--- src/rtl/stream_comp_invoke.sv ---
//------------------------------------------------------------------------------
// stream_comp_invoke
//
// Invoke (firing) stage of the stream_comp actor. Each invoke pulse accepted in
// IDLE runs one mode:
//   00 SETUP_COMP : pop `size` tokens from the data/length/command FIFOs into
//                   local buffers and clear the accumulator.
//   01 COMP       : fold the buffered tokens into the accumulator
//                   (ADD/SUB of data*length, MAX/MIN of data).
//   10 OUTPUT     : push result(acc) to the output FIFO.
//   11 (illegal)  : no FIFO access, completes immediately.
// FC pulses for one cycle when the firing is complete; next_mode_out holds the
// mode the scheduler should run next while FC is high.
//
// Optional feature macro: STREAM_COMP_SAT_EN
//   defined     -> result saturates to the signed `width` range
//   not defined -> result is acc[width-1:0] (two's-complement wrap)
//
// Ports:
//   clk           in   system clock, rising edge
//   rst           in   asynchronous active-low reset
//   invoke        in   one-cycle firing request (honoured only in IDLE)
//   next_mode_in  in   mode to execute, sampled with invoke
//   data_in       in   data FIFO read data, 1 cycle after rd_data
//   length_in     in   length FIFO read data (unsigned weight)
//   command_in    in   command FIFO read data (low 2 bits used)
//   rd_data       out  data FIFO pop
//   rd_length     out  length FIFO pop
//   rd_command    out  command FIFO pop
//   wr_out        out  output FIFO push
//   data_out      out  result token, valid while wr_out=1
//   next_mode_out out  next mode, valid while FC=1
//   FC            out  firing-complete pulse
//------------------------------------------------------------------------------
`timescale 1ns/1ps

module stream_comp_invoke #(
  parameter int size  = 3,
  parameter int width = 16
) (
  input  logic             clk,
  input  logic             rst,
  input  logic             invoke,
  input  logic [1:0]       next_mode_in,
  input  logic [width-1:0] data_in,
  input  logic [width-1:0] length_in,
  input  logic [width-1:0] command_in,
  output logic             rd_data,
  output logic             rd_length,
  output logic             rd_command,
  output logic             wr_out,
  output logic [width-1:0] data_out,
  output logic [1:0]       next_mode_out,
  output logic             FC
);

  // Accumulator is wide enough that size products never overflow.
  localparam int AW = 2*width + $clog2(size) + 1;
  localparam int PW = 2*width + 1;
  localparam int CW = $clog2(size+1);
  localparam logic [CW-1:0] LAST_IDX = CW'(size-1);
  localparam logic [CW-1:0] ONE      = CW'(1);

  typedef enum logic [2:0] {
    S_IDLE         = 3'd0,
    S_READ         = 3'd1,
    S_CAPTURE_LAST = 3'd2,
    S_COMP         = 3'd3,
    S_OUTPUT       = 3'd4,
    S_DONE         = 3'd5
  } state_t;

  state_t                r_state;
  logic [CW-1:0]         r_cnt;
  logic signed [AW-1:0]  r_acc;
  logic [width-1:0]      r_data_buf [size];
  logic [width-1:0]      r_len_buf  [size];
  logic [1:0]            r_cmd_buf  [size];
  logic                  r_rd;
  logic                  r_wr;
  logic [width-1:0]      r_dout;
  logic [1:0]            r_nm;
  logic                  r_fc;

  state_t                w_state_n;
  logic [CW-1:0]         w_cnt_n;
  logic signed [AW-1:0]  w_acc_n;
  logic                  w_rd_n;
  logic                  w_wr_n;
  logic [width-1:0]      w_dout_n;
  logic [1:0]            w_nm_n;
  logic                  w_fc_n;
  logic                  w_cap_en;
  logic [CW-1:0]         w_cap_idx;

  logic signed [width-1:0] w_cur_data;
  logic [width-1:0]        w_cur_len;
  logic [1:0]              w_cur_cmd;
  logic signed [PW-1:0]    w_mul_a;
  logic signed [PW-1:0]    w_mul_b;
  logic signed [PW-1:0]    w_prod;
  logic signed [AW-1:0]    w_prod_ext;
  logic signed [AW-1:0]    w_data_ext;
  logic signed [AW-1:0]    w_fold;
  logic [width-1:0]        w_result;
  logic                    w_unused_cmd;

  // Only the opcode bits of a command token are meaningful.
  assign w_unused_cmd = ^command_in[width-1:2];

  // Token i popped in cycle i+1 arrives one cycle later, so slot = pops-1.
  assign w_cap_idx = r_cnt - ONE;

  assign w_cur_data = r_data_buf[r_cnt];
  assign w_cur_len  = r_len_buf[r_cnt];
  assign w_cur_cmd  = r_cmd_buf[r_cnt];

  // Signed data times unsigned length: zero-extend length before the signed multiply.
  assign w_mul_a    = PW'(w_cur_data);
  assign w_mul_b    = $signed({{(width+1){1'b0}}, w_cur_len});
  assign w_prod     = w_mul_a * w_mul_b;
  assign w_prod_ext = AW'(w_prod);
  assign w_data_ext = AW'(w_cur_data);

  // One fold step of the accumulator for the current element.
  always_comb begin
    w_fold = r_acc;
    case (w_cur_cmd)
      2'b00:   w_fold = r_acc + w_prod_ext;
      2'b01:   w_fold = r_acc - w_prod_ext;
      2'b10:   w_fold = (w_data_ext > r_acc) ? w_data_ext : r_acc;
      2'b11:   w_fold = (w_data_ext < r_acc) ? w_data_ext : r_acc;
      default: w_fold = r_acc;
    endcase
  end

`ifdef STREAM_COMP_SAT_EN
  localparam logic signed [width-1:0] W_MAX = {1'b0, {(width-1){1'b1}}};
  localparam logic signed [width-1:0] W_MIN = {1'b1, {(width-1){1'b0}}};

  // Clamp the wide accumulator into the signed token range.
  always_comb begin
    if (r_acc > AW'(W_MAX)) begin
      w_result = W_MAX;
    end else if (r_acc < AW'(W_MIN)) begin
      w_result = W_MIN;
    end else begin
      w_result = r_acc[width-1:0];
    end
  end
`else
  assign w_result = r_acc[width-1:0];
`endif

  // Next-state and next-output decode; outputs are registered below.
  always_comb begin
    w_state_n = r_state;
    w_cnt_n   = r_cnt;
    w_acc_n   = r_acc;
    w_rd_n    = 1'b0;
    w_wr_n    = 1'b0;
    w_dout_n  = {width{1'b0}};
    w_nm_n    = 2'b00;
    w_fc_n    = 1'b0;
    w_cap_en  = 1'b0;
    case (r_state)
      S_IDLE: begin
        if (invoke) begin
          w_cnt_n = {CW{1'b0}};
          case (next_mode_in)
            2'b00: begin
              w_state_n = S_READ;
              w_rd_n    = 1'b1;
              w_acc_n   = {AW{1'b0}};
            end
            2'b01: begin
              w_state_n = S_COMP;
            end
            2'b10: begin
              w_state_n = S_OUTPUT;
              w_wr_n    = 1'b1;
              w_dout_n  = w_result;
              w_fc_n    = 1'b1;
              w_nm_n    = 2'b00;
            end
            default: begin
              w_state_n = S_DONE;
              w_fc_n    = 1'b1;
              w_nm_n    = 2'b00;
            end
          endcase
        end else begin
          w_state_n = S_IDLE;
        end
      end
      S_READ: begin
        // r_cnt counts pops already issued; the first has no data yet.
        w_cap_en = (r_cnt != {CW{1'b0}});
        w_cnt_n  = r_cnt + ONE;
        if (r_cnt == LAST_IDX) begin
          w_state_n = S_CAPTURE_LAST;
        end else begin
          w_rd_n = 1'b1;
        end
      end
      S_CAPTURE_LAST: begin
        w_cap_en  = 1'b1;
        w_fc_n    = 1'b1;
        w_nm_n    = 2'b01;
        w_state_n = S_DONE;
      end
      S_COMP: begin
        w_acc_n = w_fold;
        if (r_cnt == LAST_IDX) begin
          w_fc_n    = 1'b1;
          w_nm_n    = 2'b10;
          w_state_n = S_DONE;
        end else begin
          w_cnt_n = r_cnt + ONE;
        end
      end
      S_OUTPUT: w_state_n = S_IDLE;
      S_DONE:   w_state_n = S_IDLE;
      default:  w_state_n = S_IDLE;
    endcase
  end

  // State, datapath and registered outputs.
  always_ff @(posedge clk or negedge rst) begin
    if (!rst) begin
      r_state <= S_IDLE;
      r_cnt   <= {CW{1'b0}};
      r_acc   <= {AW{1'b0}};
      r_rd    <= 1'b0;
      r_wr    <= 1'b0;
      r_dout  <= {width{1'b0}};
      r_nm    <= 2'b00;
      r_fc    <= 1'b0;
      for (int i = 0; i < size; i++) begin
        r_data_buf[i] <= {width{1'b0}};
        r_len_buf[i]  <= {width{1'b0}};
        r_cmd_buf[i]  <= 2'b00;
      end
    end else begin
      r_state <= w_state_n;
      r_cnt   <= w_cnt_n;
      r_acc   <= w_acc_n;
      r_rd    <= w_rd_n;
      r_wr    <= w_wr_n;
      r_dout  <= w_dout_n;
      r_nm    <= w_nm_n;
      r_fc    <= w_fc_n;
      if (w_cap_en) begin
        r_data_buf[w_cap_idx] <= data_in;
        r_len_buf[w_cap_idx]  <= length_in;
        r_cmd_buf[w_cap_idx]  <= command_in[1:0];
      end
    end
  end

  assign rd_data       = r_rd;
  assign rd_length     = r_rd;
  assign rd_command    = r_rd;
  assign wr_out        = r_wr;
  assign data_out      = r_dout;
  assign next_mode_out = r_nm;
  assign FC            = r_fc;

endmodule

--- config.mk ---
export PLATFORM = sky130hd
export DESIGN_NAME = stream_comp_invoke
export DESIGN_NICKNAME = d
export VERILOG_FILES = /design/src/rtl/stream_comp_invoke.sv
export SDC_FILE = /design/constraint.sdc
export NUM_CORES = 1
export LEC_CHECK = 0
export BUFFER_PORTS_ARGS = -buffer_cell sky130_fd_sc_hd__clkbuf_2
export CAP_MARGIN = 20
export CELL_PAD_IN_SITES_DETAIL_PLACEMENT = 1
export CELL_PAD_IN_SITES_GLOBAL_PLACEMENT = 1
export CORE_ASPECT_RATIO = 0.75
export CORE_MARGIN = 2
export CORE_UTILIZATION = 49
export CTS_CLUSTER_DIAMETER = 60
export CTS_CLUSTER_SIZE = 30
export DETAILED_ROUTE_END_ITERATION = 8
export GPL_TIMING_DRIVEN = 1
export PLACE_DENSITY_LB_ADDON = 0.1
export SLEW_MARGIN = 20
export SYNTH_ARGS = -nofsm -noshare
export SYNTH_HDL_FRONTEND = slang
export SYNTH_SLANG_ARGS = --single-unit
--- constraint.sdc ---
create_clock -name clk -period 12.63 [get_ports clk]
set_input_delay 1.263 -clock clk [delete_from_list [all_inputs] [get_ports clk]]
set_output_delay 1.263 -clock clk [all_outputs]
set_load 0.01 [all_outputs]
==> results.md, run 1 <==
* Core Util, Final at 54.1%
* HPWL after DPL at 45.3 mm
* ANT nets after route at 0
* Final period util at 90.7%
* Area of the multi-input gates at 13600 sq um
* Drt total wl at 58.4 mm
* HP Class: register to register
* Die height at 175 um
* Iter 0 DRT Violations at 1091
* Crit Path Max Fanout at 14
* Clock skew at 0.0191 ns
* Vias per cell at 5.75
* # rows at 62
* Num ports at 76
* Antenna violations before repair at 0
* Setup TNS at 0 ns
* Hold Vio Cnt, Final at 0
* Commonest non-fill, non-tap cells in the layout: inv_1 (314), nor2_1 (234), nand2_1 (199)
* # H-tree levels at 4
* Syn Nets at 2569
* Most common cell after layout, fill and taps aside: inv_1
* Placed insts at 2665
* Full die area at 40800 sq um
* DRC viols at 0
* Share of layout cells above drive strength 1 at 12.7%
* Min Tclk post-route at 11.46 ns
* Sequential share of the synthesized area at 21.3%
* Most frequent CP cell: fa_1
* CP startpoint: r_cnt[1]$_DFFE_PN0P_
* Skew-Pair Late Insertion Delay at 0.45 ns
* Port bufs at 61
* Routed wire per std cell at 21.6 um
* Worst setup SP type: register
* Outcome: finished clean
* Syn avg cell area at 9.03 sq um
* DRT Pass-1 Iters at 5
* Congestion Overflow GR at 0
* Largest net degree at the start of global routing at 85
* Longest Clk Path Bufs at 2
* Fin Hold WS at 0.505 ns
* F_max at 0.0873 GHz
* Most used DFF post-synth: dfrtp_1
* Syn Inst Count at 2124
* Max-cap violation count at 0
* GRT Util Overall at 30.2%
* Unrepaired setup endpoints after global routing: false
* Final net count at 2617
* CP required at 12.96 ns
* Vias in the first global route at 17100
* Reg-to-reg startpoint: r_cnt[1]$_DFFE_PN0P_
* Max-slew headroom at 28.2%
* Final Slew Violations at 0
* Register area at 4080 sq um
* Fin cells at 2697
* Post-Syn Area at 19200 sq um
* Arr. time, crit path at 11.79 ns
* Seq cells post-synth at 163
* Async SR Flop Fraction at 100%
* Final RePlAce weighted congestion at 0.896
* First-pass GRT wire length at 95.2 mm
* CTS clk-pin slew, worst paths at 0.08 ns
* YS warnings at 0
* CTS root buf: clkbuf_16
* ANT cells at 0
* Starting Density at 49.9%
* Crit path capture type: register
* Setup bufs post-CTS at 0
* CTS Buf Count at 17
* CTS sink cnt at 163
* Fill cells at 4477
* Hold path startpoint: r_data_buf[40]$_DFFE_PN0P_
* Hold Buf Count CTS at 0
* Core region area at 38400 sq um
* Slowest stage delay, CP at 0.59 ns
* Post-CTS sizing at 0
* Critical path's slowest cell: fa_1
* Post-synth EDFFs at 0
* Die W at 232 um
* Slew @ Worst Pin at 1.07 ns
* CP Class: register to register
* Layout overhead on the synthesized area at 8.39%
* Total number of vias at 15500
* Final setup violating endpoints at 0
* CTS tree: built
* Yosys cell types at 82
state kept, by name, summed over array words and instances (netlist names):
register and count:
r_cnt 2, wr_out 1, r_data_buf 48, r_state 3
r_acc 35, data_out 16, r_len_buf 48, next_mode_out 2
r_cmd_buf 6, rd_command 1, FC 1
cells by family (layout without fill, tap and decap cells):
group / after synthesis / after routing / synth area share [%]
mux: 143 / 143 / 8.14
simple gates: 588 / 588 / 13.6
buf+inv: 396 / 457 / 7.86
compound gates: 358 / 358 / 12.0
fa+ha+maj: 392 / 392 / 33.2
xor+xnor: 84 / 84 / 3.91
flops: 163 / 163 / 21.3
synthesized netlist by cell type (all sizes together) (13+ instances only):
| cell | instances | area (sq um) |
|---|---|---|
| nand3 | 16 | 80.1 |
| mux2 | 104 | 1170 |
| nor3 | 19 | 100 |
| nor2 | 235 | 882 |
| clkbuf | 65 | 254 |
| nand2 | 199 | 747 |
| o22ai | 13 | 81.3 |
| xnor2 | 47 | 427 |
| a211oi | 20 | 155 |
| dfrtp | 163 | 4080 |
| o21ai | 86 | 430 |
| buf | 13 | 60.1 |
| a21o | 47 | 355 |
| nor2b | 16 | 100 |
| ha | 197 | 2460 |
| fa | 195 | 3900 |
| xor2 | 37 | 324 |
| nand2b | 16 | 100 |
| inv | 315 | 1180 |
| mux2i | 39 | 390 |
| and2 | 29 | 183 |
| a21oi | 110 | 562 |
| nand4 | 16 | 100 |
worst paths after layout:
kind	endpoint	slack, ns	cells past startpoint
max in group asynchronous	r_len_buf[19]$_DFFE_PN0P_	10.52	2
worst min register to register	r_data_buf[40]$_DFFE_PN0P_	0.51	1
worst max register to register	r_acc[34]$_DFFE_PN0P_	1.17	38
worst min-delay path	r_data_buf[40]$_DFFE_PN0P_	0.51	1
min in group asynchronous	rd_command$_DFF_PN0_	0.83	1
worst max-delay path	r_acc[34]$_DFFE_PN0P_	1.17	38
final cells by class:
| type | instances | share of cell area [%] |
|---|---|---|
| inverters | 318 | 5.74 |
| clock inverters | 14 | 0.728 |
| multi-input cells | 1565 | 65.5 |
| flip-flops and latches | 163 | 19.6 |
| well taps | 512 | 3.08 |
| clock buffers | 18 | 2.11 |
| repair buffers | 107 | 3.18 |
layer usage:
metal | GRT usage (%) | part of all wire (%)
met3 | 4.97 | 5.4
met2 | 48.6 | 46
met5 | 0 | 0
met4 | 6.48 | 1.7
met1 | 43.1 | 47
critical path, delay by kind of cell (launching register included):
kind	cells	cell delay (ns)
flops	1	0.58
compound gates	14	3.67
xor+xnor	3	0.50
fa+ha+maj	8	3.90
mux	1	0.25
buf+inv	5	1.09
simple gates	7	1.33
stage by stage:
step | setup WS, ns | instance area [sq um]
after floorplan | 2.40 | 19200
after global placement | 1.58 | 20200
after detailed placement | 1.41 | 20200
after CTS | 1.31 | 20800
after global routing | 0.547 | 20800
final | 1.17 | 20800
Power of run 1 is not shown: default switching activity piles up to over one toggle a cycle in this logic, so the estimate is an artifact.
==> run 2: changes to the inputs <==
--- a/config.mk
+++ b/config.mk
@@ -9,7 +9,7 @@
 export CAP_MARGIN = 20
 export CELL_PAD_IN_SITES_DETAIL_PLACEMENT = 1
 export CELL_PAD_IN_SITES_GLOBAL_PLACEMENT = 1
-export CORE_ASPECT_RATIO = 0.75
+export CORE_ASPECT_RATIO = 1.5
 export CORE_MARGIN = 2
 export CORE_UTILIZATION = 49
 export CTS_CLUSTER_DIAMETER = 60
@@ -17,6 +17,7 @@
 export DETAILED_ROUTE_END_ITERATION = 8
 export GPL_TIMING_DRIVEN = 1
 export PLACE_DENSITY_LB_ADDON = 0.1
+export SETUP_SLACK_MARGIN = 0.05
 export SLEW_MARGIN = 20
 export SYNTH_ARGS = -nofsm -noshare
 export SYNTH_HDL_FRONTEND = slang
==> run 2 against run 1 <==
Worst setup slack better by 0.057 ns. Global-route usage down 0.10 points. Critical path type unchanged. Largest cell class unchanged. Cell area up 0.21%. Clock-buffer cell count unchanged. Clock skew up 0.0073 ns.
==> results.md, run 2 (synthesis results as in run 1) <==
* Outcome: finished clean (unchanged)
* Longest Clk Path Bufs at 2 (unchanged)
* Crit path capture type: register (unchanged)
* Setup bufs post-CTS at 0 (unchanged)
* Unrepaired setup endpoints after global routing: false (unchanged)
* Total number of vias at 15400 (was 15500)
* Final net count at 2620 (was 2617)
* Port bufs at 61 (unchanged)
* Starting Density at 49.8% (was 49.9%)
* CTS Buf Count at 17 (unchanged)
* GRT Util Overall at 30.1% (was 30.2%)
* F_max at 0.0877 GHz (was 0.0873 GHz)
* HP Class: register to register (unchanged)
* CP required at 12.96 ns (about the same)
* CTS clk-pin slew, worst paths at 0.08 ns (about the same)
* # rows at 88 (was 62)
* CTS tree: built (unchanged)
* Largest net degree at the start of global routing at 98 (was 85)
* Vias in the first global route at 17400 (was 17100)
* Vias per cell at 5.76 (was 5.75)
* Post-CTS sizing at 0 (unchanged)
* First-pass GRT wire length at 93.9 mm (was 95.2 mm)
* HPWL after DPL at 45.7 mm (was 45.3 mm)
* Fin cells at 2683 (was 2697)
* ANT cells at 0 (unchanged)
* ANT nets after route at 0 (unchanged)
* Num ports at 76 (unchanged)
* Antenna violations before repair at 1 (was 0)
* Iter 0 DRT Violations at 639 (was 1091)
* CTS root buf: clkbuf_16 (unchanged)
* CP Class: register to register (unchanged)
* Arr. time, crit path at 11.73 ns (was 11.79 ns)
* CTS sink cnt at 163 (unchanged)
* Share of layout cells above drive strength 1 at 12.8% (was 12.7%)
* Max-slew headroom at 39.3% (was 28.2%)
* Most frequent CP cell: fa_1 (unchanged)
* Congestion Overflow GR at 0 (unchanged)
* Max-cap violation count at 0 (unchanged)
* Commonest non-fill, non-tap cells in the layout: inv_1 (314), nor2_1 (234), nand2_1 (199) (unchanged)
* Worst setup SP type: register (unchanged)
* Biggest regs: r_data_buf (48), r_len_buf (48), r_acc (35) (unchanged)
* Final RePlAce weighted congestion at 0.911 (was 0.896)
* Final period util at 90.3% (was 90.7%)
* Layout overhead on the synthesized area at 8.62% (was 8.39%)
* Final Slew Violations at 0 (unchanged)
* Die W at 166 um (was 232 um)
* Fin Hold WS at 0.508 ns (was 0.505 ns)
* Die height at 246 um (was 175 um)
* Most common cell after layout, fill and taps aside: inv_1 (unchanged)
* DRC viols at 0 (unchanged)
* Slowest stage delay, CP at 0.69 ns (was 0.59 ns)
* Final setup violating endpoints at 0 (unchanged)
* Clock skew at 0.0264 ns (was 0.0191 ns)
* Full die area at 40800 sq um (about the same)
* Core region area at 38500 sq um (was 38400 sq um)
* Skew-Pair Late Insertion Delay at 0.46 ns (was 0.45 ns)
* DRT Pass-1 Iters at 5 (unchanged)
* Slew @ Worst Pin at 0.911 ns (was 1.07 ns)
* Min Tclk post-route at 11.40 ns (was 11.46 ns)
* # H-tree levels at 4 (unchanged)
* Drt total wl at 58.3 mm (was 58.4 mm)
* Critical path's slowest cell: dfrtp_2 (was fa_1)
* Placed insts at 2651 (was 2665)
* Routed wire per std cell at 21.7 um (was 21.6 um)
* Crit Path Max Fanout at 25 (was 14)
* Setup TNS at 0 ns (unchanged)
* Hold Vio Cnt, Final at 0 (unchanged)
* Hold Buf Count CTS at 0 (unchanged)
## run 2: critical path: cells and delay by family, from the launching register on
family | cells | cell delay, ns
simple gates | 7 | 1.69
fa+ha+maj | 8 | 3.83
flops | 1 | 0.69
xor+xnor | 3 | 0.72
compound gates | 14 | 3.76
buf+inv | 4 | 0.53
## run 2: cell type report
class                   instances  area [sq um]
clock buffers                  18           439
clock inverters                14           185
fillers                      4532         17700
inverters                     318          1190
multi-input cells            1565         13600
flip-flops and latches        163          4080
well taps                     495           619
repair buffers                110           679
## run 2: path summary, 6_finish.rpt
kind                                           start                         end  slack, ns  depth (start not counted)
max reg2reg                     r_cnt[1]$_DFFE_PN0P_       r_acc[34]$_DFFE_PN0P_       1.23                         36
min in group asynchronous                        rst  r_data_buf[42]$_DFFE_PN0P_       0.86                          1
max                             r_cnt[1]$_DFFE_PN0P_       r_acc[34]$_DFFE_PN0P_       1.23                         36
max in group asynchronous                        rst        r_cnt[1]$_DFFE_PN0P_      10.31                          2
min                        r_len_buf[34]$_DFFE_PN0P_   r_len_buf[34]$_DFFE_PN0P_       0.51                          1
min reg2reg                r_len_buf[34]$_DFFE_PN0P_   r_len_buf[34]$_DFFE_PN0P_       0.51                          1
## run 2: per-layer routing
metal  up-vias  track usage (%)  wire (um)
li1       7081                -          -
met1      7932             33.5      22300
met2       282             55.8      31000
met3       145             3.87       1910
met4         2             14.5       3130
met5         -                0         15
## run 2: per-stage QoR
step                      util, %  setup WS [ns]  instance area, sq um
after floorplan                 -           2.40                 19200
after global placement       52.4           1.42                 20200
after detailed placement     52.4           1.23                 20200
after CTS                    54.0           1.16                 20800
after global routing         54.1          0.534                 20800
final                        54.1           1.23                 20800
Power of run 2 is left out for the same reason.
